`config.mk`:
```
export PLATFORM = sky130hd
export DESIGN_NAME = sram_access_scheduler_flat
export DESIGN_NICKNAME = d
export VERILOG_FILES = /design/src/rtl/sram_access_scheduler_if.sv /design/src/rtl/sram_access_scheduler.sv /design/src/flat_wrapper.sv
export SDC_FILE = /design/constraint.sdc
export NUM_CORES = 1
export LEC_CHECK = 0
export CORE_ASPECT_RATIO = 0.8
export CORE_MARGIN = 8
export CORE_UTILIZATION = 35
export CTS_BUF_LIST = sky130_fd_sc_hd__clkbuf_2 sky130_fd_sc_hd__clkbuf_4 sky130_fd_sc_hd__clkbuf_8
export CTS_CLUSTER_SIZE = 16
export DETAILED_ROUTE_END_ITERATION = 10
export PLACE_DENSITY = 0.64
export SLEW_MARGIN = 0
export SYNTH_ARGS = -nofsm -noshare
export SYNTH_HDL_FRONTEND = slang
export SYNTH_SLANG_ARGS = --single-unit
export TNS_END_PERCENT = 50
```
`constraint.sdc`:
```
create_clock -name rpi_pixel_clock -period 7.5 [get_ports rpi_pixel_clock]
set_input_delay 1.5 -clock rpi_pixel_clock [delete_from_list [all_inputs] [get_ports rpi_pixel_clock]]
set_output_delay 1.5 -clock rpi_pixel_clock [all_outputs]
set_load 0.02 [all_outputs]
```
`src/rtl/sram_access_scheduler_if.sv`:
```
// Requester and SRAM pin bundle for the SRAM access scheduler.
interface sram_access_scheduler_if #(
  parameter int unsigned ADDR_W = 18,
  parameter int unsigned DATA_W = 8
);
  // display read stream
  logic              rd_req;
  logic [ADDR_W-1:0] rd_addr;
  logic              rd_ready;
  logic [DATA_W-1:0] rd_data;
  logic              rd_valid;
  // record write stream
  logic              wr_valid;
  logic [ADDR_W-1:0] wr_addr;
  logic [DATA_W-1:0] wr_data;
  logic              wr_ready;
  // SRAM pins (dq tristate lives in top)
  logic [ADDR_W-1:0] sram_addr;
  logic              sram_cs_n;
  logic              sram_oe_n;
  logic              sram_we_n;
  logic [DATA_W-1:0] sram_dq_out;
  logic              sram_dq_oe;
  logic [DATA_W-1:0] sram_dq_in;

  // scheduler side
  modport slave (
    input  rd_req, rd_addr, wr_valid, wr_addr, wr_data, sram_dq_in,
    output rd_ready, rd_data, rd_valid, wr_ready,
    output sram_addr, sram_cs_n, sram_oe_n, sram_we_n, sram_dq_out, sram_dq_oe
  );

  // requester / pad side
  modport master (
    output rd_req, rd_addr, wr_valid, wr_addr, wr_data, sram_dq_in,
    input  rd_ready, rd_data, rd_valid, wr_ready,
    input  sram_addr, sram_cs_n, sram_oe_n, sram_we_n, sram_dq_out, sram_dq_oe
  );
endinterface

```
`src/rtl/sram_access_scheduler.sv`:
```
// Shares one async SRAM between the display read stream and a FIFO-buffered
// record write stream; sequences OE/WE so WE only pulses with stable addr/data.
module sram_access_scheduler #(
  parameter int unsigned ADDR_W       = 18,
  parameter int unsigned DATA_W       = 8,
  parameter int unsigned FIFO_DEPTH   = 4,
  parameter int unsigned STARVE_LIMIT = 16
) (
  input  logic                     rpi_pixel_clock,
  input  logic                     rst,
  sram_access_scheduler_if.slave   bus
);

  localparam int unsigned PTR_W = $clog2(FIFO_DEPTH);
  localparam int unsigned CNT_W = PTR_W + 1;
  localparam int unsigned STV_W = $clog2(STARVE_LIMIT + 1);

  typedef enum logic [2:0] {
    ST_IDLE,
    ST_RD_WAIT,
    ST_WR_SETUP,
    ST_WR_PULSE,
    ST_WR_HOLD
  } state_t;

  state_t            r_state;
  state_t            w_state_nxt;

  // write FIFO
  logic [ADDR_W-1:0] r_fifo_addr [FIFO_DEPTH];
  logic [DATA_W-1:0] r_fifo_data [FIFO_DEPTH];
  logic [PTR_W-1:0]  r_wr_ptr;
  logic [PTR_W-1:0]  r_rd_ptr;
  logic [CNT_W-1:0]  r_count;
  logic [CNT_W-1:0]  w_count_nxt;
  logic [ADDR_W-1:0] w_head_addr;
  logic [DATA_W-1:0] w_head_data;
  logic              w_push;
  logic              w_pop;

  // arbitration
  logic [STV_W-1:0]  r_starve;
  logic [STV_W-1:0]  w_starve_nxt;
  logic              w_rd_grant;
  logic              w_wr_grant;
  logic              w_fifo_empty;

  // registered outputs and their next values
  logic [ADDR_W-1:0] r_sram_addr,   w_sram_addr_nxt;
  logic              r_sram_cs_n;
  logic              r_sram_oe_n,   w_sram_oe_n_nxt;
  logic              r_sram_we_n,   w_sram_we_n_nxt;
  logic [DATA_W-1:0] r_sram_dq_out, w_sram_dq_out_nxt;
  logic              r_sram_dq_oe,  w_sram_dq_oe_nxt;
  logic [DATA_W-1:0] r_rd_data,     w_rd_data_nxt;
  logic              r_rd_valid,    w_rd_valid_nxt;
  logic              r_rd_ready,    w_rd_ready_nxt;
  logic              r_wr_ready,    w_wr_ready_nxt;

  assign w_fifo_empty = (r_count == CNT_W'(0));
  assign w_head_addr  = r_fifo_addr[r_rd_ptr];
  assign w_head_data  = r_fifo_data[r_rd_ptr];

  // Grants: a read wins in IDLE unless starvation has dropped rd_ready
  assign w_rd_grant = (r_state == ST_IDLE) && bus.rd_req && r_rd_ready;
  assign w_wr_grant = (r_state == ST_IDLE) && !w_rd_grant && !w_fifo_empty;

  assign w_push      = bus.wr_valid && r_wr_ready;
  assign w_pop       = w_wr_grant;
  assign w_count_nxt = r_count + CNT_W'(w_push) - CNT_W'(w_pop);

  // Starvation count: reads that bypassed a waiting write since the last write grant
  always_comb begin
    w_starve_nxt = r_starve;
    if (w_wr_grant || w_fifo_empty) begin
      w_starve_nxt = '0;
    end else if (w_rd_grant && (r_starve < STV_W'(STARVE_LIMIT))) begin
      w_starve_nxt = r_starve + STV_W'(1);
    end
  end

  // FSM state register
  always_ff @(posedge rpi_pixel_clock) begin
    if (rst) begin
      r_state <= ST_IDLE;
    end else begin
      r_state <= w_state_nxt;
    end
  end

  // FSM next-state logic
  always_comb begin
    w_state_nxt = r_state;
    unique case (r_state)
      ST_IDLE: begin
        if (w_rd_grant) begin
          w_state_nxt = ST_RD_WAIT;
        end else if (w_wr_grant) begin
          w_state_nxt = ST_WR_SETUP;
        end
      end
      ST_RD_WAIT:  w_state_nxt = ST_IDLE;
      ST_WR_SETUP: w_state_nxt = ST_WR_PULSE;
      ST_WR_PULSE: w_state_nxt = ST_WR_HOLD;
      ST_WR_HOLD:  w_state_nxt = ST_IDLE;
      default:     w_state_nxt = ST_IDLE;
    endcase
  end

  // FSM output logic: next values of the pins and response registers
  always_comb begin
    w_sram_addr_nxt   = r_sram_addr;
    w_sram_oe_n_nxt   = r_sram_oe_n;
    w_sram_we_n_nxt   = r_sram_we_n;
    w_sram_dq_out_nxt = r_sram_dq_out;
    w_sram_dq_oe_nxt  = r_sram_dq_oe;
    w_rd_data_nxt     = r_rd_data;
    w_rd_valid_nxt    = 1'b0;
    unique case (r_state)
      ST_IDLE: begin
        if (w_rd_grant) begin
          w_sram_addr_nxt = bus.rd_addr;
          w_sram_oe_n_nxt = 1'b0;
        end else if (w_wr_grant) begin
          w_sram_addr_nxt   = w_head_addr;
          w_sram_dq_out_nxt = w_head_data;
          w_sram_dq_oe_nxt  = 1'b1;
        end
      end
      ST_RD_WAIT: begin
        w_rd_data_nxt   = bus.sram_dq_in;
        w_rd_valid_nxt  = 1'b1;
        w_sram_oe_n_nxt = 1'b1;
      end
      ST_WR_SETUP: w_sram_we_n_nxt  = 1'b0;
      ST_WR_PULSE: w_sram_we_n_nxt  = 1'b1;
      ST_WR_HOLD:  w_sram_dq_oe_nxt = 1'b0;
      default: begin
        w_sram_oe_n_nxt  = 1'b1;
        w_sram_we_n_nxt  = 1'b1;
        w_sram_dq_oe_nxt = 1'b0;
      end
    endcase
    w_rd_ready_nxt = (w_state_nxt == ST_IDLE) && (w_starve_nxt < STV_W'(STARVE_LIMIT));
    w_wr_ready_nxt = (w_count_nxt != CNT_W'(FIFO_DEPTH));
  end

  // Output registers; cs_n drops on the first edge after reset and stays low
  always_ff @(posedge rpi_pixel_clock) begin
    if (rst) begin
      r_sram_addr   <= '0;
      r_sram_cs_n   <= 1'b1;
      r_sram_oe_n   <= 1'b1;
      r_sram_we_n   <= 1'b1;
      r_sram_dq_out <= '0;
      r_sram_dq_oe  <= 1'b0;
      r_rd_data     <= '0;
      r_rd_valid    <= 1'b0;
      r_rd_ready    <= 1'b0;
      r_wr_ready    <= 1'b0;
    end else begin
      r_sram_addr   <= w_sram_addr_nxt;
      r_sram_cs_n   <= 1'b0;
      r_sram_oe_n   <= w_sram_oe_n_nxt;
      r_sram_we_n   <= w_sram_we_n_nxt;
      r_sram_dq_out <= w_sram_dq_out_nxt;
      r_sram_dq_oe  <= w_sram_dq_oe_nxt;
      r_rd_data     <= w_rd_data_nxt;
      r_rd_valid    <= w_rd_valid_nxt;
      r_rd_ready    <= w_rd_ready_nxt;
      r_wr_ready    <= w_wr_ready_nxt;
    end
  end

  // FIFO pointers, occupancy and starvation count; reset discards contents
  always_ff @(posedge rpi_pixel_clock) begin
    if (rst) begin
      r_wr_ptr <= '0;
      r_rd_ptr <= '0;
      r_count  <= '0;
      r_starve <= '0;
    end else begin
      if (w_push) begin
        r_wr_ptr <= r_wr_ptr + PTR_W'(1);
      end
      if (w_pop) begin
        r_rd_ptr <= r_rd_ptr + PTR_W'(1);
      end
      r_count  <= w_count_nxt;
      r_starve <= w_starve_nxt;
    end
  end

  // FIFO storage
  always_ff @(posedge rpi_pixel_clock) begin
    if (w_push) begin
      r_fifo_addr[r_wr_ptr] <= bus.wr_addr;
      r_fifo_data[r_wr_ptr] <= bus.wr_data;
    end
  end

  assign bus.sram_addr   = r_sram_addr;
  assign bus.sram_cs_n   = r_sram_cs_n;
  assign bus.sram_oe_n   = r_sram_oe_n;
  assign bus.sram_we_n   = r_sram_we_n;
  assign bus.sram_dq_out = r_sram_dq_out;
  assign bus.sram_dq_oe  = r_sram_dq_oe;
  assign bus.rd_data     = r_rd_data;
  assign bus.rd_valid    = r_rd_valid;
  assign bus.rd_ready    = r_rd_ready;
  assign bus.wr_ready    = r_wr_ready;

endmodule

```
`src/flat_wrapper.sv`:
```
// flat-port wrapper written by rule: the top's interface ports become plain ports
module sram_access_scheduler_flat 
#(
  parameter int unsigned ADDR_W       = 18,
  parameter int unsigned DATA_W       = 8,
  parameter int unsigned FIFO_DEPTH   = 4,
  parameter int unsigned STARVE_LIMIT = 16
)
  (rpi_pixel_clock, rst, bus_rd_req, bus_rd_addr, bus_wr_valid, bus_wr_addr, bus_wr_data, bus_sram_dq_in, bus_rd_ready, bus_rd_data, bus_rd_valid, bus_wr_ready, bus_sram_addr, bus_sram_cs_n, bus_sram_oe_n, bus_sram_we_n, bus_sram_dq_out, bus_sram_dq_oe);
  sram_access_scheduler_if #(.ADDR_W(ADDR_W), .DATA_W(DATA_W)) bus_i ();
  input  logic rpi_pixel_clock;
  input  logic rst;
  input wire logic [$bits(bus_i.rd_req)-1:0] bus_rd_req;
  input wire logic [$bits(bus_i.rd_addr)-1:0] bus_rd_addr;
  input wire logic [$bits(bus_i.wr_valid)-1:0] bus_wr_valid;
  input wire logic [$bits(bus_i.wr_addr)-1:0] bus_wr_addr;
  input wire logic [$bits(bus_i.wr_data)-1:0] bus_wr_data;
  input wire logic [$bits(bus_i.sram_dq_in)-1:0] bus_sram_dq_in;
  output wire logic [$bits(bus_i.rd_ready)-1:0] bus_rd_ready;
  output wire logic [$bits(bus_i.rd_data)-1:0] bus_rd_data;
  output wire logic [$bits(bus_i.rd_valid)-1:0] bus_rd_valid;
  output wire logic [$bits(bus_i.wr_ready)-1:0] bus_wr_ready;
  output wire logic [$bits(bus_i.sram_addr)-1:0] bus_sram_addr;
  output wire logic [$bits(bus_i.sram_cs_n)-1:0] bus_sram_cs_n;
  output wire logic [$bits(bus_i.sram_oe_n)-1:0] bus_sram_oe_n;
  output wire logic [$bits(bus_i.sram_we_n)-1:0] bus_sram_we_n;
  output wire logic [$bits(bus_i.sram_dq_out)-1:0] bus_sram_dq_out;
  output wire logic [$bits(bus_i.sram_dq_oe)-1:0] bus_sram_dq_oe;
  assign bus_i.rd_req = bus_rd_req;
  assign bus_i.rd_addr = bus_rd_addr;
  assign bus_i.wr_valid = bus_wr_valid;
  assign bus_i.wr_addr = bus_wr_addr;
  assign bus_i.wr_data = bus_wr_data;
  assign bus_i.sram_dq_in = bus_sram_dq_in;
  assign bus_rd_ready = bus_i.rd_ready;
  assign bus_rd_data = bus_i.rd_data;
  assign bus_rd_valid = bus_i.rd_valid;
  assign bus_wr_ready = bus_i.wr_ready;
  assign bus_sram_addr = bus_i.sram_addr;
  assign bus_sram_cs_n = bus_i.sram_cs_n;
  assign bus_sram_oe_n = bus_i.sram_oe_n;
  assign bus_sram_we_n = bus_i.sram_we_n;
  assign bus_sram_dq_out = bus_i.sram_dq_out;
  assign bus_sram_dq_oe = bus_i.sram_dq_oe;
  sram_access_scheduler #(.ADDR_W(ADDR_W), .DATA_W(DATA_W), .FIFO_DEPTH(FIFO_DEPTH), .STARVE_LIMIT(STARVE_LIMIT)) u_core (.rpi_pixel_clock(rpi_pixel_clock), .rst(rst), .bus(bus_i));
endmodule
```
-- After elaboration in Yosys (flattened, before gate mapping)
Memories as Yosys holds them, arrays and structs flattened. A register that Yosys moved wholly into a read port is not among the register bits.
Cells that the tools add are included.
- register bits after elaboration: 48
- latch bits: 0
- memory bits (writable): 104
- memory bits (read-only): 0
- bits of input ports: 56
- output and inout port bits: 41
- logic and storage cells: 74
- memories: 2
- memories (name ; depth ; bits a word ; rd ports ; clocked after Yosys merged registers in ; write ports ; RTL line ; RTL):
    u_core.r_fifo_addr ; 4 ; 18 ; 1 ; 1 ; 1 ; sram_access_scheduler.sv:30 ; logic [ADDR_W-1:0] r_fifo_addr [FIFO_DEPTH];
    u_core.r_fifo_data ; 4 ; 8 ; 1 ; 1 ; 1 ; sram_access_scheduler.sv:31 ; logic [DATA_W-1:0] r_fifo_data [FIFO_DEPTH];
- add/subtract/negate cells: 5
- $mul: 0
- div/mod/pow operators: 0
- $lt $le $gt $ge: 2
- equality and inequality tests: 8
- shift operators: 0
- muxes and demuxes: 19
- bitwise gates (word level): 3
- reductions and logical operators: 21
- operator list (kind ; count):
    18-bit 2-to-1 mux ; 2
    5-bit < comparator, second input constant ; 2
    5-bit 2-to-1 mux ; 2
    3-bit logical NOT ; 3
    3-bit one-hot mux with 3 select lines ; 1
    3-bit OR reduction ; 3
    1-bit logical AND ; 7
    1-bit 2-to-1 mux ; 7
    3-bit by 2-bit == test with 1-bit output, second input constant ; 2
    3-bit 2-to-1 mux ; 2
    1-bit one-hot mux with 2 select lines ; 3
    3-bit AND reduction ; 2
    5-bit by 1-bit adder with 5-bit output, second input constant ; 1
    2-bit by 1-bit adder with 2-bit output, second input constant ; 2
    2-bit 2-to-1 mux ; 2
    2-bit by 1-bit != test with 1-bit output, second input constant ; 2
    2-bit AND reduction ; 2
    3-bit by 1-bit adder with 3-bit output ; 1
    3-bit by 1-bit == test with 1-bit output, second input constant ; 1
    3-bit == test, second input constant ; 1
    3-bit != test, second input constant ; 1
    1-bit NOT ; 3
    3-bit by 1-bit subtractor with 3-bit output ; 1
    1-bit logical NOT ; 2
    3 further kinds ; 3

-- Longest topological paths before layout
- depth after elaboration: 11
- depth in mapped cells: 11
- mapped depth without buffers: 10

-- Worst setup path after synthesis
No wires, ideal clock.
- path kind: input port to flip-flop
- from: input port bus_rd_req
- to: register u_core.r_wr_ready (netlist: u_core.bus.wr_ready)
- setup time: 0.120 ns
- arrival time: 3.414 ns
- required time: 7.380 ns
- slack: 3.966 ns
- stages on the path: 10
- cell sequence: a2111o_1 > nor2_1 > ha_1 > inv_1 > ha_1 > inv_1 > fa_1 > xor2_1 > xnor2_1 > o31a_1
- longest elaborated chain between the ends: 7
- ends and longest elaborated chain (item ; RTL line ; RTL):
    from (decl) ; flat_wrapper.sv:13 ; input wire logic [$bits(bus_i.rd_req)-1:0] bus_rd_req;
    1-bit logical AND (2 in a row) ; sram_access_scheduler.sv:65 ; assign w_rd_grant = (r_state == ST_IDLE) && bus.rd_req && r_rd_ready;
    1-bit logical NOT ; sram_access_scheduler.sv:66 ; assign w_wr_grant = (r_state == ST_IDLE) && !w_rd_grant && !w_fifo_empty;
    1-bit logical AND (2 in a row) ; sram_access_scheduler.sv:66 ;
    via u_core.w_pop ; sram_access_scheduler.sv:39 ; logic w_pop;
    3-bit by 1-bit subtractor with 3-bit output ; sram_access_scheduler.sv:70 ; assign w_count_nxt = r_count + CNT_W'(w_push) - CNT_W'(w_pop);
    3-bit != test ; sram_access_scheduler.sv:145 ; w_wr_ready_nxt = (w_count_nxt != CNT_W'(FIFO_DEPTH));
    to (signal assigned) ; sram_access_scheduler.sv:171 ; r_wr_ready <= w_wr_ready_nxt;
    to (decl) ; sram_access_scheduler.sv:58 ; logic r_wr_ready, w_wr_ready_nxt;
The timed path passes the listed nets, and every way through them passes these cells.
A chain may end at the register's enable or synchronous reset.

-- Final worst setup path
Ends and elaborated chain as after synthesis.

==> metrics.cfg <==
[logic_synthesis]
ys_seq_elements=162
synthTopCellsByArea=edfxtp_1 50%, dfxtp_1 18%, mux4_2 9.3%
synthCells=421
ys.warnings.count=0
ys.flop_type=edfxtp_1
synth_top_cell_by_area=edfxtp_1
yosysUniqueCellTypes=44
ys_seq_area_share_pct=68.2
synthArstFlopShare_pct=0
syn_area_um2=6280
synth_top_cell_area_share_pct=49.8
synth.net_count=485
synth_edf_count=104
avgSynthCellArea_um2=14.9

[global_route]
grt_max_degree=51
grt_pass1_wl_mm=22.4
grt.total_usage_pct=12.7
grt_pass1_vias=3960
overflow=0
antenna_found_initial=1

[sta]
period_needed_ps=3990
hold_viol_final=0
setup_violations=0
min_period_over_period_pct=53.2
relSlewSlack_pct=25.4
fin_tns_setup_ps=0
max_slew.worst_pin.slew_ps=1120
fmax_ghz=0.251
report.final.slew_viol_count=0
rsz0062_at_grt=no
finClkSkew_ps=10.8

[critical_path]
r2r_slack_ps=4610
critPathKind=primary input to register
cp_data_arrival_time_ps=4320
crit_path_top_delay_cell=a2111o_1
crit_path_start_kind=primary input
crit_fanout=13
critical_path_required_ps=7830
slowest_delay_ps=560
critPathCaptureType=register
cp_top_family=compound AO/OA/AOI/OAI gates
crit_chain=clkdlybuf4s50_1 > a2111o_1 > nor2_1 > ha_1 > inv_1 > ha_1 > inv_1 > fa_1 > xor2_1 > xnor2_1 > o31a_1
crit_buf_inv=3

[cts]
cts_buffers=17
cts_root_buf=clkbuf_8
postCtsSetupBuffers=0
cts_tree=done
htree_num_levels=4
cts.sinks=162
cts_resized=0
cts_max_path_buffers=2
clkTransAtPathRegs_ps=80
clk_latency_ps=440
hold_buffers=0

[finish]
diodes=0
area_delta_synth_final_pct=24.8
fillers=1546
utilization_pct=44.9
seqCellArea_um2=4280
fin_nets=575
layout-drive-gt1-share_pct=13.4
multi_input_area_um2=1820

[drt]
detail_route.first_pass.iterations=7
num_vias=3892
wl_mm=14.1
ant_nets=0
dr.first_iter.drc_count=216
drc=0
avgViaCountPerCell=5.20
post_drt_wl_per_cell_um=18.9

[floorplan]
io_pins=97
dieArea_um2=22500
coreArea_um2=17400
placementRows=43
die_h_um=136
initial_utilization_pct=36.0
die_w_um=166

[power_and_ir_drop]
leakage_nw=2.55
max-vdd-ir-drop_uv=118
powerDensity_nw_per_um2=352

[flow_run]
drv_cap=0

[placed_design]
hpwl_mm=9.22
place.gp.congestion=0.710
port_buffers=96

[min_path]
hp-class=register to register

[outcome]
status=completed

## cells in the mapped netlist, drive strengths merged (3+ instances only)
| cell | instances |
|---|---|
| dfxtp | 58 |
| edfxtp | 104 |
| nand3 | 29 |
| o21ai | 30 |
| nor2 | 17 |
| clkbuf | 17 |
| or4 | 3 |
| ha | 7 |
| nand2 | 3 |
| or3 | 3 |
| o31ai | 3 |
| inv | 9 |
| and3 | 5 |
| mux2i | 9 |
| mux4 | 26 |
| buf | 16 |
| a311oi | 19 |
| a21oi | 34 |
## power by group
group	switching, W	internal, W	total (W)
combinational	0.000531	0.000407	0.000938
sequential	0.000106	0.00109	0.00120
clock	0.000293	0.000328	0.000621
total	0.000930	0.00183	0.00276
## worst register-to-register path, cell delays in order, from the launching register on
cell      delay (ps)
dfxtp_1          430
a2111o_1         600
nor2_1           300
ha_1             290
inv_1             60
ha_1             130
inv_1             50
fa_1             370
xor2_1           160
xnor2_1          150
o31a_1           250
## layout make-up
| cell class | instances | area share [%] |
|---|---|---|
| tap | 225 | 3.59 |
| inverter | 9 | 0.431 |
| sequential | 162 | 54.7 |
| multi-input combinational | 217 | 23.2 |
| timing repair buffer | 104 | 13.0 |
| clock inverter | 9 | 1.39 |
| clock buffer | 23 | 3.72 |
## routing by layer
metal  vias up  routed length, µm  GRT usage, %
met4         2                 89          2.70
met5         -                 13             0
met3        10               1050          5.77
met2       122               6580          20.4
li1       1830                  -             -
met1      1928               6400          15.6
## layout by cell type (no fill, tap or decap), types with 4 or more instances in the layout
| cell | n |
|---|---|
| a21oi_1 | 33 |
| a311oi_1 | 19 |
| and3_1 | 5 |
| buf_4 | 8 |
| clkbuf_4 | 4 |
| clkbuf_8 | 19 |
| clkdlybuf4s50_1 | 95 |
| clkinv_4 | 4 |
| dfxtp_1 | 58 |
| edfxtp_1 | 104 |
| ha_1 | 7 |
| inv_1 | 9 |
| mux2i_1 | 9 |
| mux4_2 | 26 |
| nand3_1 | 29 |
| nor2_1 | 17 |
| o21ai_0 | 30 |
## stage by stage
step                      power [W]  setup WS, ps  hold WS, ps  cells  instance area (µm²)
after detailed placement    0.00217          3080          478    717                 7430
after global routing        0.00292          3420          522    749                 7830
after global placement      0.00214          3180          473    717                 7430
after floorplan             0.00182          3970          453    421                 6280
final                       0.00276          3510          489    749                 7830
after CTS                   0.00279          3560          492    749                 7830
## sequential cells by signal (all words and copies together), names as in the netlist, 2 cells and up, named ones only
register                flops
u_core.r_state              3
u_core.bus.rd_data          8
u_core.bus.sram_addr       18
u_core.r_wr_ptr             2
u_core.r_fifo_addr         72
u_core.r_fifo_data         32
u_core.bus.sram_dq_out      8
u_core.r_rd_ptr             2
u_core.r_count              3
u_core.r_starve             5
## cells by family (layout without fill, tap and decap cells)
kind of cell / Yosys count / count (layout) / synth area share [%]
mux: 35 / 35 / 10.8
fa+ha+maj: 8 / 8 / 1.71
buf+inv: 42 / 145 / 3.01
xor+xnor: 3 / 3 / 0.419
compound gates: 95 / 95 / 9.41
simple gates: 76 / 76 / 6.44
flops: 162 / 162 / 68.2
## path summary, 6_finish.rpt
kind,depth (start not counted),end,start
worst max register to register,10,u_core.bus.wr_ready$_SDFF_PP0_,u_core.r_state[2]$_SDFF_PP0_
worst min-delay path,2,u_core.r_starve[3]$_SDFFE_PP0P_,u_core.r_starve[3]$_SDFFE_PP0P_
worst min register to register,2,u_core.r_starve[3]$_SDFFE_PP0P_,u_core.r_starve[3]$_SDFFE_PP0P_
worst max-delay path,11,u_core.bus.wr_ready$_SDFF_PP0_,bus_rd_req
Note: power is estimated with default switching activity, not from simulation.
==> variant 1, RTL diff (same settings) <==
Re-encode `state_t` (5 states) as one-hot, 5 bits wide.
--- a/src/rtl/sram_access_scheduler.sv
+++ b/src/rtl/sram_access_scheduler.sv
@@ -17,8 +17,8 @@
 
-  typedef enum logic [2:0] {
-    ST_IDLE,
-    ST_RD_WAIT,
-    ST_WR_SETUP,
-    ST_WR_PULSE,
-    ST_WR_HOLD
+  typedef enum logic [4:0] {
+    ST_IDLE     = 5'b00001,
+    ST_RD_WAIT  = 5'b00010,
+    ST_WR_SETUP = 5'b00100,
+    ST_WR_PULSE = 5'b01000,
+    ST_WR_HOLD  = 5'b10000
   } state_t;
Function: no difference found for any inputs over 10 cycles, from zero or initial values and one cycle with rst high; not proved beyond that.
==> variant 1 against the original RTL <==
Cell area grew 3.7%; sequential share of layout area shrank 1.4 points; routed wire length grew 9.4%; area after synthesis grew 4.5%; count of clock-buffer cells in the layout shrank 6; worst setup slack gained 300 ps; power grew 3.6%; sequential cell count grew 2.
==> variant 1: results (changes against the original RTL) <==
POWER
-------------------------------------------------------------------------------------------
Cell internal pwr                                                                   1.78 mW   -2.8%
Design Power                                                                        2.85 mW   +3.6%
Worst-case vdd ir drop                                                           0.000166 V   +41%
Sequential fraction of design power                                                   42.3%   -1.1 points
Power share of the clock group                                                        22.2%   -0.3 points
Leakage power of the design                                                         2.60 nW   +1.8%

LOGIC SYNTHESIS
-------------------------------------------------------------------------------------------
Share of the synthesized netlist area taken by xor and xnor gates                    0.667%   +0.25 points
Number of cells produced by synthesis                                                   460   +9.3%
Share of async-settable or async-resettable flops after synthesis                        0%   unchanged
Multiplexer share of the synthesized area                                             9.40%   -1.4 points
Syn Nets                                                                                523   +7.8%
Ranking of synthesized cells by instance count                                 sky130_fd_sc_hd__edfxtp_1, sky130_fd_sc_hd__dfxtp_1, sky130_fd_sc_hd__nand3_1
Sequential fraction of the synthesis area                                             65.9%   -2.4 points
Fraction of the mapped netlist area in compound gates                                 11.7%   +2.3 points
Cells taking the most area after synthesis                                     sky130_fd_sc_hd__edfxtp_1, sky130_fd_sc_hd__dfxtp_1, sky130_fd_sc_hd__mux4_2

DETAILED ROUTING
-------------------------------------------------------------------------------------------
Number of iterations in the first detailed-routing pass                                   4   -3
Total Wirelength                                                                   15500 um   +9.4%
Number of design-rule violations left by the first detailed-router iteration            292   +35%
Via total after detailed routing                                                       4247   +9.1%

GRT
-------------------------------------------------------------------------------------------
Global Route Usage Sum                                                                13.3%   +0.56 points
Maximum number of pins on one net before global-route repair                             58   +14%
Antenna violations before repair                                                          0   -1

CLOCK TREE
-------------------------------------------------------------------------------------------
Clock latency on the worst-skew pair                                                 460 ps   +20 ps
Clock transition at the registers of the reported paths                              110 ps   +30 ps
Post-CTS Resized                                                                          0   unchanged

PLACED DESIGN
-------------------------------------------------------------------------------------------
Weighted congestion at the end of routability-driven global placement                 0.725   +2.1%
DP Cell Count                                                                           772   +7.7%
Setup Slack @ Placement                                                             3330 ps   +255 ps
Total cell area at the placement stage                                          0.00770 mm2   +3.7%

STA
-------------------------------------------------------------------------------------------
Setup Skew                                                                          18.1 ps   +7.39 ps
Worst slew margin                                                                     15.6%   -9.8 points

LAYOUT
-------------------------------------------------------------------------------------------
Final-layout fill cell count                                                           1641   +6.1%
Share of layout cells above drive strength 1                                          13.1%   -0.29 points

SETUP PATH
-------------------------------------------------------------------------------------------
Critical path's slowest cell                                                   sky130_fd_sc_hd__clkdlybuf4s50_1
Critical path data arrival time                                                     4050 ps   -270 ps
Max incr delay on CP                                                                 540 ps   -20 ps

RUN STATUS
-------------------------------------------------------------------------------------------
Outcome                                                                           completed

variant 1: cell count changes after synthesis, moves of 3 or more:
cell                       unedited run  this run
sky130_fd_sc_hd__a31oi_1              1        20
sky130_fd_sc_hd__nand4_1              1         9
sky130_fd_sc_hd__nor2_1              17        11
sky130_fd_sc_hd__a21oi_1             33        21
sky130_fd_sc_hd__clkbuf_1            16        20
sky130_fd_sc_hd__nor3_1               2         6
sky130_fd_sc_hd__o31ai_1              3        11
sky130_fd_sc_hd__buf_1                3         6
sky130_fd_sc_hd__o211ai_1             0         3
sky130_fd_sc_hd__nand2_1              3         6
sky130_fd_sc_hd__mux2i_1              9         2
sky130_fd_sc_hd__buf_2                9        14
variant 1: layer usage:
metal  routed length (um)  global-route usage (%)  up-vias
met2                 7520                    21.9      136
met1                 6740                    16.3     2100
met3                  950                    3.84       16
met4                  248                    4.74        0
met5                    0                       0        -
li1                     -                       -     1995
variant 1: worst paths after layout:
path / end / slack, ps / depth (start not counted) / from
worst max-delay path: u_core.bus.wr_ready / 3810 / 11 / bus_rd_req
worst min-delay path: u_core.bus.sram_dq_out[6] / 480 / 2 / u_core.bus.sram_dq_out[6]
worst max register to register: u_core.bus.wr_ready / 4530 / 10 / u_core.r_state[0]
worst min register to register: u_core.bus.sram_dq_out[6] / 480 / 2 / u_core.bus.sram_dq_out[6]
variant 1: cell type report:
| class | instances | area [um2] | share of cell area, % |
|---|---|---|---|
| clock buffer | 17 | 234 | 2.88 |
| inverter | 9 | 33.8 | 0.416 |
| clock inverter | 15 | 179 | 2.20 |
| timing repair buffer | 103 | 1010 | 12.4 |
| tap | 253 | 317 | 3.90 |
| multi-input combinational | 243 | 2020 | 24.9 |
| sequential | 164 | 4320 | 53.3 |
==> variant 2, RTL diff (same settings) <==
Without the edit above. `FIFO_DEPTH` is set to 4 in 2 places; all go to 2.
--- a/src/rtl/sram_access_scheduler.sv
+++ b/src/rtl/sram_access_scheduler.sv
@@ -5,3 +5,3 @@
   parameter int unsigned DATA_W       = 8,
-  parameter int unsigned FIFO_DEPTH   = 4,
+  parameter int unsigned FIFO_DEPTH   = 2,
   parameter int unsigned STARVE_LIMIT = 16
--- a/src/flat_wrapper.sv
+++ b/src/flat_wrapper.sv
@@ -5,3 +5,3 @@
   parameter int unsigned DATA_W       = 8,
-  parameter int unsigned FIFO_DEPTH   = 4,
+  parameter int unsigned FIFO_DEPTH   = 2,
   parameter int unsigned STARVE_LIMIT = 16
Formal check against the unedited RTL: not equivalent (Yosys sat finds a counterexample within 4 cycles, from zero or initial values and one cycle with rst high).
==> variant 2 against the original RTL <==
Sequential cell count shrank 56; worst setup slack improved by 510 ps; routed wire length is 33% lower; area after synthesis fell by 34%; count of clock-buffer cells in the layout fell by 10; power shrank 29%; cell area shrank 31%; hold slack gained 5.3 ps.
==> variant 2: results (changes against the original RTL) <==
SETUP PATH
---------------------------------------------------------------------------
Largest driver fanout on the critical path                                9   -4
Critical path data arrival time                                     3740 ps   -580 ps
Reg2reg start                                                  u_core.r_state[1]
Top Family by Delay on Critical Path                           buffers and inverters
Depth of the most critical reg-to-reg path                                8   -2

DETAILED ROUTING
---------------------------------------------------------------------------
Number of iterations in the first detailed-routing pass                   4   -3
Length of routed met2 wiring                                        4470 um   -32%
Detailed-route wire length per cell                                 16.5 um   -12%
Total Wirelength                                                    9460 um   -33%
Via total after detailed routing                                       2810   -28%
DRT met1 WL                                                         4330 um   -32%

PLACED DESIGN
---------------------------------------------------------------------------
Setup Slack @ Placement                                             3640 ps   +564 ps
DP Cell Count                                                           556   -22%

GRT
---------------------------------------------------------------------------
Maximum number of pins on one net before global-route repair             52   +2.0%
Antenna violations before repair                                          0   -1
Global-route wire length before repair                             15100 um   -32%
Vias in the first global route                                         2937   -26%

LOGIC SYNTHESIS
---------------------------------------------------------------------------
Number of unique standard cell types used by synthesis                   43   -2.3%
Adder-Cell Fraction of Synth Area                                    0.900%   -0.81 points
Fraction of the mapped netlist area in compound gates                 15.2%   +5.8 points
Number of cells produced by synthesis                                   331   -21%
Count of flip-flops with a built-in enable after synthesis               52   -50%

POWER
---------------------------------------------------------------------------
Power density over the cells                                     364 mW/mm2   +3.5%
Leakage power of the design                                         1.80 nW   -29%

CLOCK TREE
---------------------------------------------------------------------------
CTS H-tree depth                                                          3   -1
Clock transition at the registers of the reported paths              100 ps   +20 ps

HOLD PATH
---------------------------------------------------------------------------
Worst-case hold path end point                                 u_core.bus.sram_addr[4]

STA
---------------------------------------------------------------------------
Post-layout min period                                              3480 ps   -505 ps

RUN STATUS
---------------------------------------------------------------------------
Outcome                                                           completed

LAYOUT
---------------------------------------------------------------------------
Share of layout cells above drive strength 1                          8.96%   -4.4 points

[variant 2: changes by cell type after synthesis, moves of 8 or more]
cell,before,now
sky130_fd_sc_hd__o32ai_2,0,10
sky130_fd_sc_hd__nor2b_1,2,20
sky130_fd_sc_hd__nand3_1,29,1
sky130_fd_sc_hd__nor2_1,17,32
sky130_fd_sc_hd__mux4_2,26,0
sky130_fd_sc_hd__edfxtp_1,104,52
sky130_fd_sc_hd__o32ai_1,0,8
sky130_fd_sc_hd__a21oi_1,33,13
sky130_fd_sc_hd__a311oi_1,19,0
sky130_fd_sc_hd__nand2b_1,2,22
sky130_fd_sc_hd__o21ai_0,30,2
sky130_fd_sc_hd__a211oi_1,1,29
[variant 2: layout make-up]
cell class | count | area (um2)
timing repair buffer | 99 | 978
clock inverter | 3 | 20.0
clock buffer | 13 | 154
sequential | 106 | 2640
tap | 148 | 185
fill | 1113 | 6150
inverter | 4 | 15.0
multi-input combinational | 199 | 1410
